**src/rtl/alu_seq_pkg.sv**
```systemverilog
// Shared constants for the sequential ALU: default datapath width and func codes.
package alu_seq_pkg;

    localparam int DEF_WIDTH = 32;

    localparam logic [5:0] F_ADD  = 6'd0;
    localparam logic [5:0] F_SUB  = 6'd1;
    localparam logic [5:0] F_OR   = 6'd2;
    localparam logic [5:0] F_NEG  = 6'd3;
    localparam logic [5:0] F_AND  = 6'd4;
    localparam logic [5:0] F_XOR  = 6'd5;
    localparam logic [5:0] F_SLL  = 6'd6;
    localparam logic [5:0] F_SRL  = 6'd7;
    localparam logic [5:0] F_SLLV = 6'd8;
    localparam logic [5:0] F_SRLV = 6'd9;
    localparam logic [5:0] F_SRA  = 6'd10;
    localparam logic [5:0] F_SRAV = 6'd11;
    localparam logic [5:0] F_MULU = 6'd12;
    localparam logic [5:0] F_DIVU = 6'd13;

endpackage

```
**src/rtl/alu_seq_muldiv.sv**
```systemverilog
// Iterative unsigned shift-add multiplier / restoring divider, one bit per cycle.
// Busy for WIDTH cycles after i_start, then a one-cycle o_done; results hold until the next start.
module alu_seq_muldiv
    import alu_seq_pkg::*;
#(
    parameter int WIDTH = DEF_WIDTH,
    parameter int SHW   = $clog2(WIDTH)
) (
    input  logic             clk,
    input  logic             rst,
    input  logic             i_start,
    input  logic             i_op,
    input  logic [WIDTH-1:0] i_a,
    input  logic [WIDTH-1:0] i_b,
    output logic             o_busy,
    output logic             o_done,
    output logic [WIDTH-1:0] o_hi,
    output logic [WIDTH-1:0] o_lo
);

    localparam logic [SHW-1:0] LAST = SHW'(WIDTH - 1);

    logic             r_busy;
    logic             r_done;
    logic             r_op;
    logic [SHW-1:0]   r_cnt;
    logic [WIDTH-1:0] r_b;
    logic [WIDTH-1:0] r_hi;
    logic [WIDTH-1:0] r_lo;

    logic [WIDTH:0]   w_msum;
    logic [WIDTH:0]   w_rsh;
    logic [WIDTH-1:0] w_nhi;
    logic [WIDTH-1:0] w_nlo;

    // Multiply: hi accumulates, lo shifts out multiplier bits and in product bits.
    // Divide: {hi,lo} shifts left, hi holds the partial remainder, lo collects quotient bits.
    always_comb begin
        w_msum = {1'b0, r_hi} + (r_lo[0] ? {1'b0, r_b} : '0);
        w_rsh  = {r_hi, r_lo[WIDTH-1]};
        if (r_op) begin
            if (w_rsh >= {1'b0, r_b}) begin
                w_nhi = w_rsh[WIDTH-1:0] - r_b;
                w_nlo = {r_lo[WIDTH-2:0], 1'b1};
            end else begin
                w_nhi = w_rsh[WIDTH-1:0];
                w_nlo = {r_lo[WIDTH-2:0], 1'b0};
            end
        end else begin
            w_nhi = w_msum[WIDTH:1];
            w_nlo = {w_msum[0], r_lo[WIDTH-1:1]};
        end
    end

    always_ff @(posedge clk or posedge rst) begin
        if (rst) begin
            r_busy <= 1'b0;
            r_done <= 1'b0;
            r_op   <= 1'b0;
            r_cnt  <= '0;
            r_b    <= '0;
            r_hi   <= '0;
            r_lo   <= '0;
        end else begin
            r_done <= 1'b0;
            if (i_start) begin
                r_busy <= 1'b1;
                r_cnt  <= '0;
                r_op   <= i_op;
                r_b    <= i_b;
                r_hi   <= '0;
                r_lo   <= i_a;
            end else if (r_busy) begin
                r_hi  <= w_nhi;
                r_lo  <= w_nlo;
                r_cnt <= r_cnt + SHW'(1);
                if (r_cnt == LAST) begin
                    r_busy <= 1'b0;
                    r_done <= 1'b1;
                end
            end
        end
    end

    assign o_busy = r_busy;
    assign o_done = r_done;
    assign o_hi   = r_hi;
    assign o_lo   = r_lo;

endmodule

```
**src/rtl/alu_seq_unit.sv**
```systemverilog
// Sequential ALU: single-cycle logic/arith/shift ops, iterative MULU/DIVU via alu_seq_muldiv.
// Done one cycle after capture (WIDTH+1 for MULU/DIVU); start is ignored while busy.
module alu_seq_unit
    import alu_seq_pkg::*;
#(
    parameter int WIDTH = DEF_WIDTH,
    parameter int SHW   = $clog2(WIDTH)
) (
    input  logic             clk,
    input  logic             rst,
    input  logic             start,
    input  logic [5:0]       func,
    input  logic [WIDTH-1:0] inp1,
    input  logic [WIDTH-1:0] inp2,
    input  logic [SHW-1:0]   shAmt,
    output logic             busy,
    output logic             done,
    output logic [WIDTH-1:0] res1,
    output logic [WIDTH-1:0] res2,
    output logic             carryFlag,
    output logic             signFlag,
    output logic             overflowFlag,
    output logic             zeroFlag
);

    localparam int MSB = WIDTH - 1;
    localparam logic [WIDTH:0] ONE = (WIDTH + 1)'(1);

    logic             w_md_busy;
    logic             w_md_done;
    logic [WIDTH-1:0] w_md_hi;
    logic [WIDTH-1:0] w_md_lo;
    logic             w_md_ov;
    logic             w_md_zero;

    logic             w_accept;
    logic             w_is_md;
    logic [WIDTH:0]   w_wide;
    logic [WIDTH-1:0] w_sc_res1;
    logic             w_sc_carry;
    logic             w_sc_ov;

    logic             r_done;
    logic [WIDTH-1:0] r_res1;
    logic [WIDTH-1:0] r_res2;
    logic             r_carry;
    logic             r_sign;
    logic             r_ov;
    logic             r_zero;
    logic             r_md_div;
    logic             r_div0;

    assign w_accept = start & ~w_md_busy;
    assign w_is_md  = (func == F_MULU) || (func == F_DIVU);

    alu_seq_muldiv #(.WIDTH(WIDTH), .SHW(SHW)) u_muldiv (
        .clk     (clk),
        .rst     (rst),
        .i_start (w_accept & w_is_md),
        .i_op    (func == F_DIVU),
        .i_a     (inp1),
        .i_b     (inp2),
        .o_busy  (w_md_busy),
        .o_done  (w_md_done),
        .o_hi    (w_md_hi),
        .o_lo    (w_md_lo)
    );

    always_comb begin
        w_wide     = '0;
        w_sc_res1  = '0;
        w_sc_carry = 1'b0;
        w_sc_ov    = 1'b0;
        case (func)
            F_ADD: begin
                w_wide     = {1'b0, inp1} + {1'b0, inp2};
                w_sc_res1  = w_wide[MSB:0];
                w_sc_carry = w_wide[WIDTH];
                w_sc_ov    = (inp1[MSB] == inp2[MSB]) && (w_wide[MSB] != inp1[MSB]);
            end
            F_SUB: begin
                w_wide     = {1'b0, inp1} + {1'b0, ~inp2} + ONE;
                w_sc_res1  = w_wide[MSB:0];
                w_sc_carry = w_wide[WIDTH];
                w_sc_ov    = (inp1[MSB] != inp2[MSB]) && (w_wide[MSB] != inp1[MSB]);
            end
            F_NEG: begin
                w_wide     = {1'b0, ~inp1} + ONE;
                w_sc_res1  = w_wide[MSB:0];
                w_sc_carry = w_wide[WIDTH];
                // Only the most negative value stays negative when negated.
                w_sc_ov    = inp1[MSB] & w_wide[MSB];
            end
            F_OR:   w_sc_res1 = inp1 | inp2;
            F_AND:  w_sc_res1 = inp1 & inp2;
            F_XOR:  w_sc_res1 = inp1 ^ inp2;
            F_SLL:  w_sc_res1 = inp1 << shAmt;
            F_SRL:  w_sc_res1 = inp1 >> shAmt;
            F_SLLV: w_sc_res1 = inp1 << inp2[SHW-1:0];
            F_SRLV: w_sc_res1 = inp1 >> inp2[SHW-1:0];
            F_SRA:  w_sc_res1 = $unsigned($signed(inp1) >>> shAmt);
            F_SRAV: w_sc_res1 = $unsigned($signed(inp1) >>> inp2[SHW-1:0]);
            default: ;
        endcase
    end

    assign w_md_ov   = r_md_div ? r_div0 : (w_md_hi != '0);
    assign w_md_zero = r_md_div ? (w_md_lo == '0) : ({w_md_hi, w_md_lo} == '0);

    // A single-cycle capture in the muldiv done cycle is the newer result and wins.
    always_ff @(posedge clk or posedge rst) begin
        if (rst) begin
            r_done   <= 1'b0;
            r_res1   <= '0;
            r_res2   <= '0;
            r_carry  <= 1'b0;
            r_sign   <= 1'b0;
            r_ov     <= 1'b0;
            r_zero   <= 1'b0;
            r_md_div <= 1'b0;
            r_div0   <= 1'b0;
        end else begin
            r_done <= w_accept & ~w_is_md;
            if (w_accept && !w_is_md) begin
                r_res1  <= w_sc_res1;
                r_res2  <= '0;
                r_carry <= w_sc_carry;
                r_sign  <= w_sc_res1[MSB];
                r_ov    <= w_sc_ov;
                r_zero  <= (w_sc_res1 == '0);
            end else if (w_md_done) begin
                r_res1  <= w_md_lo;
                r_res2  <= w_md_hi;
                r_carry <= 1'b0;
                r_sign  <= w_md_lo[MSB];
                r_ov    <= w_md_ov;
                r_zero  <= w_md_zero;
            end
            if (w_accept && w_is_md) begin
                r_md_div <= (func == F_DIVU);
                r_div0   <= (inp2 == '0);
            end
        end
    end

    // During the muldiv done cycle the result is shown straight from the datapath registers.
    assign busy         = w_md_busy;
    assign done         = r_done | w_md_done;
    assign res1         = w_md_done ? w_md_lo   : r_res1;
    assign res2         = w_md_done ? w_md_hi   : r_res2;
    assign carryFlag    = w_md_done ? 1'b0      : r_carry;
    assign signFlag     = w_md_done ? w_md_lo[MSB] : r_sign;
    assign overflowFlag = w_md_done ? w_md_ov   : r_ov;
    assign zeroFlag     = w_md_done ? w_md_zero : r_zero;

endmodule

```
**config.mk**
```make
export PLATFORM = sky130hd
export DESIGN_NAME = alu_seq_unit
export DESIGN_NICKNAME = d
export VERILOG_FILES = /design/src/rtl/alu_seq_pkg.sv /design/src/rtl/alu_seq_muldiv.sv /design/src/rtl/alu_seq_unit.sv
export SDC_FILE = /design/constraint.sdc
export NUM_CORES = 1
export LEC_CHECK = 0
export BUFFER_PORTS_ARGS = -buffer_cell sky130_fd_sc_hd__buf_4
export CAP_MARGIN = 20
export CELL_PAD_IN_SITES_DETAIL_PLACEMENT = 0
export CELL_PAD_IN_SITES_GLOBAL_PLACEMENT = 2
export CORE_ASPECT_RATIO = 1.2
export CORE_UTILIZATION = 38
export DETAILED_ROUTE_END_ITERATION = 8
export PLACE_DENSITY_LB_ADDON = 0.1
export SETUP_SLACK_MARGIN = 0.5
export SLEW_MARGIN = 20
export SYNTH_ARGS = -nofsm -noshare
export SYNTH_HDL_FRONTEND = slang
export SYNTH_SLANG_ARGS = --single-unit
```
**constraint.sdc**
```tcl
create_clock -name clk -period 6.3 [get_ports clk]
set_input_delay 0.315 -clock clk [delete_from_list [all_inputs] [get_ports clk]]
set_output_delay 0.315 -clock clk [all_outputs]
set_load 0.02 [all_outputs]
```
After elaboration in Yosys (flattened, before gate mapping). Index checks and enable logic that the tools add are counted.

Word-level logic and storage cells: 107. Output and inout bits: 70. Input port bits: 78. Register bits after elaboration: 175.

Magnitude comparators: 1. Add/subtract/negate cells: 7. Reduce and logical (&&, ||, !) cells: 13. Shift operators: 6. Bitwise gates (word level): 12. Equal/unequal tests: 18. Muxes and demuxes: 34.

Operators with widths (count): 2-to-1 mux 32 bit (12); one-hot mux 32 bit (12 select lines) (1); logical NOT 32 bit (3); adder 32 x 32 -> 33 bit (2); logical NOT 64 bit (1); NOT 32 bit (2); << shifter 32 x 5 -> 32 bit (2); >> shifter 32 x 5 -> 32 bit (2); >>> shifter 32 x 5 -> 32 bit (2); equality test 6 x 4 -> 1 bit, second input constant (6); adder 32 x 1 -> 33 bit, second input constant (1); adder 32 x 33 -> 33 bit (1); adder 33 x 1 -> 33 bit, second input constant (1); >= comparator 33 x 32 -> 1 bit (1); bitwise AND 32 bit (1); bitwise OR 32 bit (1); nonzero test 32 bit (1); subtractor 32 bit (1); bitwise XOR 32 bit (1); equality test 6 x 3 -> 1 bit, second input constant (4); 2-to-1 mux 1 bit (17); equality test 6 x 2 -> 1 bit, second input constant (2); 2-to-1 mux 5 bit (2); equality test 6 x 1 -> 1 bit, second input constant (1); other kinds (13) (23).

Depth between registers and ports, before layout. Gate-level depths: netlist of the first run.

Depth in word-level cells: 7. Mapped depth: 18. Gate-level depth less buffers: 17.

By module. A second synthesis of the first run with hierarchy kept.

Cell total of the unflattened synthesis: 3615. Area total of the unflattened synthesis: 26208.9 um^2.

By module, submodules not included: alu_seq_unit (instances 1, sequential area each 1776.7 um^2, area an instance 17558.1 um^2, cells an instance 2544); alu_seq_muldiv (instances 1, sequential area each 2602.5 um^2, area an instance 8650.8 um^2, cells an instance 1071).

Worst setup path before layout of the first run. OpenSTA, ideal clock, no wires.

Kind: in2reg. From: in inp2[2]. To: reg r_zero. Buffers on the path: 2. Path slack: 2.113 ns. Arrival: 4.111 ns. Cell stages on the path: 16. Required time: 6.223 ns. Library setup time: 0.077 ns. Path through: clkbuf_1 > inv_1 > ha_1 > clkbuf_1 > a21oi_1 > o211ai_1 > a32o_1 > a2111oi_0 > o31ai_1 > a221oi_1 > o21bai_1 > a31o_2 > a221o_1 > a2111oi_0 > nand3b_1 > o21ai_1.

Cells in the longest elaborated chain, start to end: 6. Elaborated cells on any way between the ends: 13. Those cells by class: 3 x add/sub; 3 x shift; 2 x mux; 4 x bitwise; 1 x reduce/logical.

RTL lines: start, declared (line alu_seq_unit.sv:14) `input logic [WIDTH-1:0] inp2,`; NOT 32 bit (line alu_seq_unit.sv:82) `w_wide = {1'b0, inp1} + {1'b0, ~inp2} + ONE;`; adder 32 x 32 -> 33 bit (line alu_seq_unit.sv:82); adder 33 x 1 -> 33 bit (line alu_seq_unit.sv:82); one-hot mux 32 bit (12 select lines) * (line alu_seq_unit.sv:74) `case (func)`; logical NOT 32 bit * (line alu_seq_unit.sv:130) `r_zero <= (w_sc_res1 == '0);`; 2-to-1 mux 1 bit * (line alu_seq_unit.sv:124) `if (w_accept && !w_is_md) begin`; end signal, assigned (line alu_seq_unit.sv:130); end signal, assigned (line alu_seq_unit.sv:137) `r_zero <= w_md_zero;`; end, declared (line alu_seq_unit.sv:49) `logic r_zero;`.

Every way passes the cells marked *; elsewhere a longest branch is shown, timed or not. A chain may end at the register's enable or synchronous reset.

Worst setup path after layout of the first run.
From: in func[2]. To: reg r_zero.

Cells in the longest elaborated chain, start to end: 5. Elaborated cells on any way between the ends: 20. Those cells by class: 13 x eq/ne; 2 x mux; 5 x reduce/logical.

RTL lines: start, declared (line alu_seq_unit.sv:12) `input logic [5:0] func,`; parallel branches: the longest is 4 deep, another holds one-hot mux 32 bit (12 select lines); 2-to-1 mux 1 bit * (line alu_seq_unit.sv:124).

Every way passes the cells marked *.

==> flow_summary.yaml, run 1 <==
run_status:
  outcome: "finished clean"
drt:
  firstDrtPassIters: 5
  detail_route.wirelength_mm: 138
  wl_per_cell_um: 34.4
  remaining_drc_errors: 0
  postRouteAntennaNets: 0
  detail_route.iter0.violations: 2973
  post_drt_via_cell_ratio: 6.86
  dr_total_vias: 27600
cells_and_area:
  fin_util: 0.426
  layout.cells.non_filler: 4028
  multi_input_area_mm2: 0.0181
  design_area_mm2: 0.0265
  syn_to_final_growth_pct: 10.5
  fillCellCount: 6477
  most-common-layout-cells: "281 x sky130_fd_sc_hd__nand2_1, 260 x sky130_fd_sc_hd__a21oi_1, 246 x sky130_fd_sc_hd__o21ai_0, 237 x sky130_fd_sc_hd__buf_4, 193 x sky130_fd_sc_hd__nor2_1"
  layout_commonest_cell: "sky130_fd_sc_hd__nand2_1"
  sequential_cell_area_mm2: 0.00436
  finish.net_count: 3444
  layout-drive-gt1-share: 0.143
setup_path:
  critical_path_buf_inv_count: 2
  max_stage_delay_ps: 970
  worst_reg2reg_path_depth: 17
  crit_required_ps: 6710
  beginning_of_the_worst_register_to_register_path: "u_muldiv.o_lo[31]$_DFFE_PP0P_"
  cp_data_arrival_time_ps: 5800
  cp_top_family: "simple AND/OR/NAND/NOR gates"
  timing.critical_path.from_type: "input port"
  critPathKind: "in2reg"
  regToRegSetupSlack_ps: 1510
  rr_endpoint: "u_muldiv.o_hi[30]$_DFFE_PP0P_"
  worst_path_max_delay_cell: "sky130_fd_sc_hd__a32oi_1"
  cp_common_cell: "sky130_fd_sc_hd__buf_4"
  cp_cell_sequence: "buf_4 -> nor4b_4 -> a21boi_0 -> nor2_4 -> o211ai_1 -> a32oi_1 -> and2_1 -> a211oi_2 -> nand4bb_1 -> a21oi_1 -> buf_4 -> nand4_1 -> nor4_2 -> nand3_1 -> o21ai_1"
  critical_path.endpoint_type: "register"
  worstPathMaxFanout: 25
global_route:
  grt_first_pass_wirelength_mm: 195
  grtUsageMet3: 0.0993
  first_global_vias: 26700
  antenna_found_initial: 9
  grt_busiest_layer: "met2"
  met1_usage: 0.468
  overflow: 0
  gr-usage-all-layers: 0.423
  maximum_number_of_pins_on_one_net_before_global_route_repair: 96
  global_route.usage.met2: 0.680
min_path:
  hold_path.class: "in2reg"
  hold_path_sink: "u_muldiv.r_b[28]$_DFFE_PP0P_"
  min_from: "inp2[28]"
  whs_path_depth: 3
clocking:
  postCtsResizedCells: 0
  clkLatencyLatePin_ps: 480
  post_cts_setup_buffers: 0
  cts_inserted_buffers: 17
  cts.sink_count: 174
  cts_tree: "yes"
  max-clock-path-buffers: 2
  clockRootBuffer: "sky130_fd_sc_hd__clkbuf_16"
  number_of_hold_repair_buffers_added_at_the_cts_stage: 1
  htree_num_levels: 4
  worst_setup_hold_path_clk_slew_ps: 80
sta:
  report.final.setup_viol: 0
  tightestPinTransition_ps: 1150
  timing.final.ws_setup_ps: 903
  final_min_period_over_clock_period: 0.857
  hold-worst-slack_ps: 115
  final.setup.tns_ps: 0
  period_needed_ps: 5400
  grt_setup_unrepaired: "no"
  finalHoldViolations: 0
  max_freq_mhz: 185
  final-max-slew-violation-count: 0
  timing.slew.headroom: 0.227
  fin_skew_ps: 22.3
yosys:
  synth_top_flop_cell: "sky130_fd_sc_hd__dfrtp_1"
  synth-edff-count: 0
  yosysWarnings: 0
  yosys_register_bits: 174
  synthesis.area_per_instance_um2: 7.55
  yosys.cell_types.count: 103
  number_of_standard_cells_after_synthesis: 3181
  synthesis.area_mm2: 0.0240
  ys_async_sr_fraction: 1.00
  seq_area_frac_synth: 0.181
  post_synth_net_total: 3427
placement:
  placement.io_buffers: 147
  dpl_cell_area_mm2: 0.0259
  post_placement_cell_count: 3993
  hpwlAfterDp_mm: 104
  gp_congestion: 1.10
  dp_slack_ps: 640
floorplan:
  core-area_mm2: 0.0623
  fp-row-count: 100
  floorplan.die_area_mm2: 0.0642
  io_pins: 148
  dieHeight_um: 277
  floorplan.initialDensity: 0.385
  die_width_um: 231
job:
  maxCapViolations: 0
power_and_ir_drop:
  leakage_nw: 11.2
  peakVddDrop_uv: 206
  power_total_mw: 7.97
  pwr_cell_area_mw_per_mm2: 300
[cell usage after synthesis (12+ instances only)]
| master | number | share of area |
|---|---|---|
| sky130_fd_sc_hd__nand2b_1 | 56 | 0.015 |
| sky130_fd_sc_hd__a221oi_1 | 43 | 0.016 |
| sky130_fd_sc_hd__o221ai_1 | 20 | 0.0073 |
| sky130_fd_sc_hd__nor2b_1 | 13 | 0.0034 |
| sky130_fd_sc_hd__nand4_1 | 23 | 0.0060 |
| sky130_fd_sc_hd__a31oi_1 | 35 | 0.0091 |
| sky130_fd_sc_hd__xor2_1 | 24 | 0.0088 |
| sky130_fd_sc_hd__nor3_1 | 79 | 0.016 |
| sky130_fd_sc_hd__o21ai_0 | 248 | 0.052 |
| sky130_fd_sc_hd__nand2_1 | 281 | 0.044 |
| sky130_fd_sc_hd__a311oi_1 | 23 | 0.0084 |
| sky130_fd_sc_hd__a211oi_1 | 114 | 0.036 |
| sky130_fd_sc_hd__mux2_2 | 95 | 0.045 |
| sky130_fd_sc_hd__and2_1 | 79 | 0.021 |
| sky130_fd_sc_hd__buf_2 | 34 | 0.0071 |
| sky130_fd_sc_hd__and3_1 | 20 | 0.0052 |
| sky130_fd_sc_hd__a21oi_1 | 261 | 0.054 |
| sky130_fd_sc_hd__o21bai_1 | 25 | 0.0078 |
| sky130_fd_sc_hd__o21ai_1 | 13 | 0.0027 |
| sky130_fd_sc_hd__mux4_2 | 16 | 0.015 |
| sky130_fd_sc_hd__a211o_1 | 12 | 0.0044 |
| sky130_fd_sc_hd__inv_1 | 146 | 0.023 |
| sky130_fd_sc_hd__a22oi_1 | 66 | 0.021 |
| sky130_fd_sc_hd__o22ai_1 | 30 | 0.0078 |
| sky130_fd_sc_hd__a221o_1 | 13 | 0.0054 |
| sky130_fd_sc_hd__xnor2_1 | 72 | 0.026 |
| sky130_fd_sc_hd__nor4_1 | 43 | 0.011 |
| sky130_fd_sc_hd__a21o_1 | 48 | 0.015 |
| sky130_fd_sc_hd__o211ai_1 | 72 | 0.023 |
| sky130_fd_sc_hd__mux2i_1 | 97 | 0.040 |
| sky130_fd_sc_hd__o31ai_1 | 18 | 0.0056 |
| sky130_fd_sc_hd__ha_1 | 164 | 0.085 |
| sky130_fd_sc_hd__nand3_1 | 72 | 0.015 |
| sky130_fd_sc_hd__dfrtp_1 | 174 | 0.18 |
| sky130_fd_sc_hd__o21a_1 | 16 | 0.0050 |
| sky130_fd_sc_hd__or3_1 | 23 | 0.0060 |
| sky130_fd_sc_hd__clkbuf_1 | 191 | 0.030 |
| sky130_fd_sc_hd__nor2_1 | 198 | 0.031 |
[metal layers]
metal	part of all wire	up-vias
li1	-	12000
met1	0.36	13600
met2	0.46	1547
met3	0.086	547
met4	0.10	12
met5	0.00049	-
[worst min-delay path, delay by kind of cell]
kind / cells / cell delay [ps]
and+or+nand+nor: 1 / 50
buffers and inverters: 1 / 120
AOI/OAI and AO/OA: 1 / 60
[cell families after synthesis]
family | count (synthesis) | share of synthesized area
AOI/OAI and AO/OA | 1188 | 0.331
adders and majority gates | 168 | 0.0888
DFF | 174 | 0.181
muxes | 211 | 0.102
xor gates and xnor gates | 96 | 0.0350
and+or+nand+nor | 945 | 0.195
buffers and inverters | 399 | 0.0662
[registers in the layout, indices dropped and copies added (netlist names)]
signal and flops:
r_res1 32, r_res2 32, u_muldiv.o_hi 32, u_muldiv.o_lo 32, u_muldiv.r_b 32, u_muldiv.r_cnt 5
r_carry 1, r_div0 1, r_done 1, r_md_div 1, r_ov 1, r_sign 1
r_zero 1, u_muldiv.o_busy 1, u_muldiv.o_done 1
[power breakdown]
group / internal [mW] / switching, mW / leakage (nW)
clock: 0.568 / 0.545 / 0.290
combinational: 1.89 / 3.06 / 8.78
sequential: 1.47 / 0.447 / 2.17
[worst max-delay path by stage]
stage | slack (ps) | end | startpoint | depth (start not counted)
CTS | 1150 | r_zero$_DFF_PP0_ | func[2] | 15
detailed placement | 640 | r_zero$_DFF_PP0_ | func[2] | 15
global placement | 580 | r_zero$_DFF_PP0_ | func[2] | 15
finish | 900 | r_zero$_DFF_PP0_ | func[2] | 15
floorplan | 1270 | r_carry$_DFF_PP0_ | rst | 1
global route | 790 | r_zero$_DFF_PP0_ | func[2] | 15
[area by class of cell]
type	count	share of cell area
clock inverter	14	0.00641
antenna	1	0.0000943
sequential	174	0.164
timing repair buffer	241	0.0683
tap	816	0.0385
clock buffer	18	0.0162
inverter	156	0.0224
multi-input combinational	2608	0.684
Note: power is estimated with default switching activity, not from simulation.
==> run 2, diff against run 1 <==
- CORE_UTILIZATION: 38 -> 37
- SYNTH_HIERARCHICAL: default -> 1
- TNS_END_PERCENT: default -> 50
==> flow_summary.yaml, run 2 <==
placement:
  gp_congestion: 1.13
  placement.io_buffers: 147
  hpwlAfterDp_mm: 131
  dpl_cell_area_mm2: 0.0285
drt:
  remaining_drc_errors: 0
  post_drt_via_cell_ratio: 7.07
  firstDrtPassIters: 7
  wl_per_cell_um: 37.0
  detail_route.iter0.violations: 4407
  dr_total_vias: 32400
  postRouteAntennaNets: 0
  detail_route.wirelength_mm: 170
clocking:
  clkLatencyLatePin_ps: 470
  worst_setup_hold_path_clk_slew_ps: 80
  clockRootBuffer: "sky130_fd_sc_hd__clkbuf_16"
  cts_tree: "yes"
  cts.sink_count: 175
  cts_inserted_buffers: 17
  max-clock-path-buffers: 2
  postCtsResizedCells: 0
  htree_num_levels: 4
floorplan:
  floorplan.die_area_mm2: 0.0719
  floorplan.initialDensity: 0.375
  die_width_um: 245
  io_pins: 148
  dieHeight_um: 294
  core-area_mm2: 0.0699
  fp-row-count: 106
setup_path:
  cp_data_arrival_time_ps: 6080
  critPathKind: "in2reg"
  worstPathMaxFanout: 22
  timing.critical_path.from_type: "input port"
  cp_cell_sequence: "buf_4 -> nor2b_4 -> buf_4 -> buf_4 -> a211oi_1 -> a311oi_2 -> nor2_1 -> a21oi_1 -> o22ai_1 -> nor4_1 -> nand4_1 -> nor4b_1 -> and4b_1 -> nand2_1 -> o21ai_1"
  worst_path_max_delay_cell: "sky130_fd_sc_hd__nor4_1"
  cp_common_cell: "sky130_fd_sc_hd__buf_4"
  crit_path_end: "r_zero$_DFF_PP0_"
  max_stage_delay_ps: 980
  cp_top_family: "simple AND/OR/NAND/NOR gates"
  worst_reg2reg_path_depth: 14
  critical_path.endpoint_type: "register"
  cp.depth: 15
  worst_setup_path_startpoint: "func[3]"
  regToRegSetupSlack_ps: 1660
  beginning_of_the_worst_register_to_register_path: "u_muldiv/o_lo[0]$_DFFE_PP0P_"
  critical_path_buf_inv_count: 3
  rr_endpoint: "u_muldiv/o_hi[27]$_DFFE_PP0P_"
  crit_required_ps: 6700
cells_and_area:
  design_area_mm2: 0.0292
  finish.net_count: 3891
  syn_to_final_growth_pct: 11.3
  layout_commonest_cell: "sky130_fd_sc_hd__nand2_1"
  most-common-layout-cells: "398 x sky130_fd_sc_hd__nand2_1, 295 x sky130_fd_sc_hd__buf_4, 275 x sky130_fd_sc_hd__o21ai_0, 237 x sky130_fd_sc_hd__a21oi_1, 227 x sky130_fd_sc_hd__nor2_1"
  layout-drive-gt1-share: 0.141
min_path:
  hold_path.class: "in2reg"
  whs_path_depth: 3
global_route:
  gr-usage-all-layers: 0.462
  grt_first_pass_wirelength_mm: 237
  overflow: 0
  antenna_found_initial: 13
  first_global_vias: 31400
  maximum_number_of_pins_on_one_net_before_global_route_repair: 80
power_and_ir_drop:
  leakage_nw: 11.9
  pwr_cell_area_mw_per_mm2: 329
  power_total_mw: 9.60
  power.net_switching_mw: 5.17
  peakVddDrop_uv: 301
  power.clock.fraction: 0.113
  pwr-share-seq: 0.212
  p_int_mw: 4.43
  power.share.switching: 0.538
  combinational_fraction_of_design_power: 0.675
yosys:
  synth_top_flop_cell: "sky130_fd_sc_hd__dfrtp_1"
  yosysWarnings: 6
  number_of_standard_cells_after_synthesis: 3615
  yosys-top-cells-area: "sky130_fd_sc_hd__dfrtp_1 17%, sky130_fd_sc_hd__ha_1 7.8%, sky130_fd_sc_hd__nand2_1 5.7%"
  ys_async_sr_fraction: 1.00
  yosys_register_bits: 175
  post_synth_net_total: 3861
  synth-edff-count: 0
  synthDominantAreaCellType: "sky130_fd_sc_hd__dfrtp_1"
  yosys.cell_types.count: 105
  synth_common_cells: "399 x sky130_fd_sc_hd__nand2_1, 275 x sky130_fd_sc_hd__o21ai_0, 237 x sky130_fd_sc_hd__a21oi_1"
  seq_area_frac_synth: 0.167
  synth_top_area_share: 0.167
  yosysMostFrequentCell: "sky130_fd_sc_hd__nand2_1"
  synthesis.area_mm2: 0.0262
  synthesis.area_per_instance_um2: 7.25
sta:
  timing.slew.headroom: 0.166
  finalHoldViolations: 0
  fin_skew_ps: 15.1
  max_freq_mhz: 176
  tightestPinTransition_ps: 1240
  period_needed_ps: 5680
  report.final.setup_viol: 0
  hold-worst-slack_ps: 105
  final-max-slew-violation-count: 0
  final_min_period_over_clock_period: 0.901
  grt_setup_unrepaired: "no"
job:
  maxCapViolations: 0
run_status:
  outcome: "finished clean"
[run 2: cell count changes after synthesis, sizes merged, moves of 14 or more]
cell and change:
nand2 +115, nor2 +33, a211oi +30, a21oi -29
nand4 +29, nand2b +28, buf +24, clkbuf +21
o21ai +21, a211o +16, and2 +16, a22o +14
nor2b +14, nor3 +14
[run 2: metrics by stage]
stage	worst slack (ps)	cells	util	TNS [ps]
after global placement	-678	4538	0.407	-717
final	622	4585	0.418	0
after global routing	717	4576	0.417	0
after detailed placement	249	4542	0.408	0
after floorplan	2180	3615	-	0
after CTS	731	4575	0.417	0
[run 2: kinds of logic after synthesis]
kind of cell,count (synthesis),share of synthesized area
AOI/OAI and AO/OA,1285,0.336
xor gates and xnor gates,101,0.0338
adders and majority gates,168,0.0813
buffers and inverters,450,0.0690
DFF,175,0.167
muxes,184,0.0761
and+or+nand+nor,1252,0.237
[run 2: layout make-up]
class | instances | area (um^2)
antenna | 9 | 22.5
clock buffer | 18 | 439
clock inverter | 14 | 143
fill | 7315 | 40700
inverter | 162 | 614
multi-input combinational | 2991 | 20200
sequential | 175 | 4390
tap | 918 | 1150
timing repair buffer | 298 | 2260
[run 2: worst min-delay path: cells and delay by family]
family,cells,cell delay [ps]
AO/OA/AOI/OAI,1,60
AND/OR/NAND/NOR,1,50
buffers and inverters,1,110
[run 2: worst min path at each step]
stage | from | end | slack, ps
floorplan | inp2[2] | u_muldiv/r_b[2]$_DFFE_PP0P_ | 430
CTS | inp2[17] | u_muldiv/r_b[17]$_DFFE_PP0P_ | 80
finish | inp2[17] | u_muldiv/r_b[17]$_DFFE_PP0P_ | 110
global route | inp2[12] | u_muldiv/r_b[12]$_DFFE_PP0P_ | 110
global placement | r_div0$_DFFE_PP0P_ | r_div0$_DFFE_PP0P_ | 470
detailed placement | r_div0$_DFFE_PP0P_ | r_div0$_DFFE_PP0P_ | 470
[run 2: what timing repair did]
item	in CTS	in global routing
setup buffers	0	0
endpoints found under the setup margin	0	1
hold buffers	1	0
hold endpoints to repair	5	0
[run 2: power groups by stage]
stage / Sequential, mW / Clock, mW / Combinational, mW
finish: 2.04 / 1.09 / 6.48
floorplan: 1.80 / 0 / 4.33
CTS: 2.01 / 1.11 / 6.28
global route: 2.07 / 1.15 / 6.90
global placement: 2.02 / 0 / 6.18
detailed placement: 2.03 / 0 / 6.24
[run 2: layer usage]
metal,share of wire,global-route usage
met5,0.00038,0
met1,0.33,0.487
met2,0.45,0.745
met4,0.12,0.481
met3,0.089,0.0958
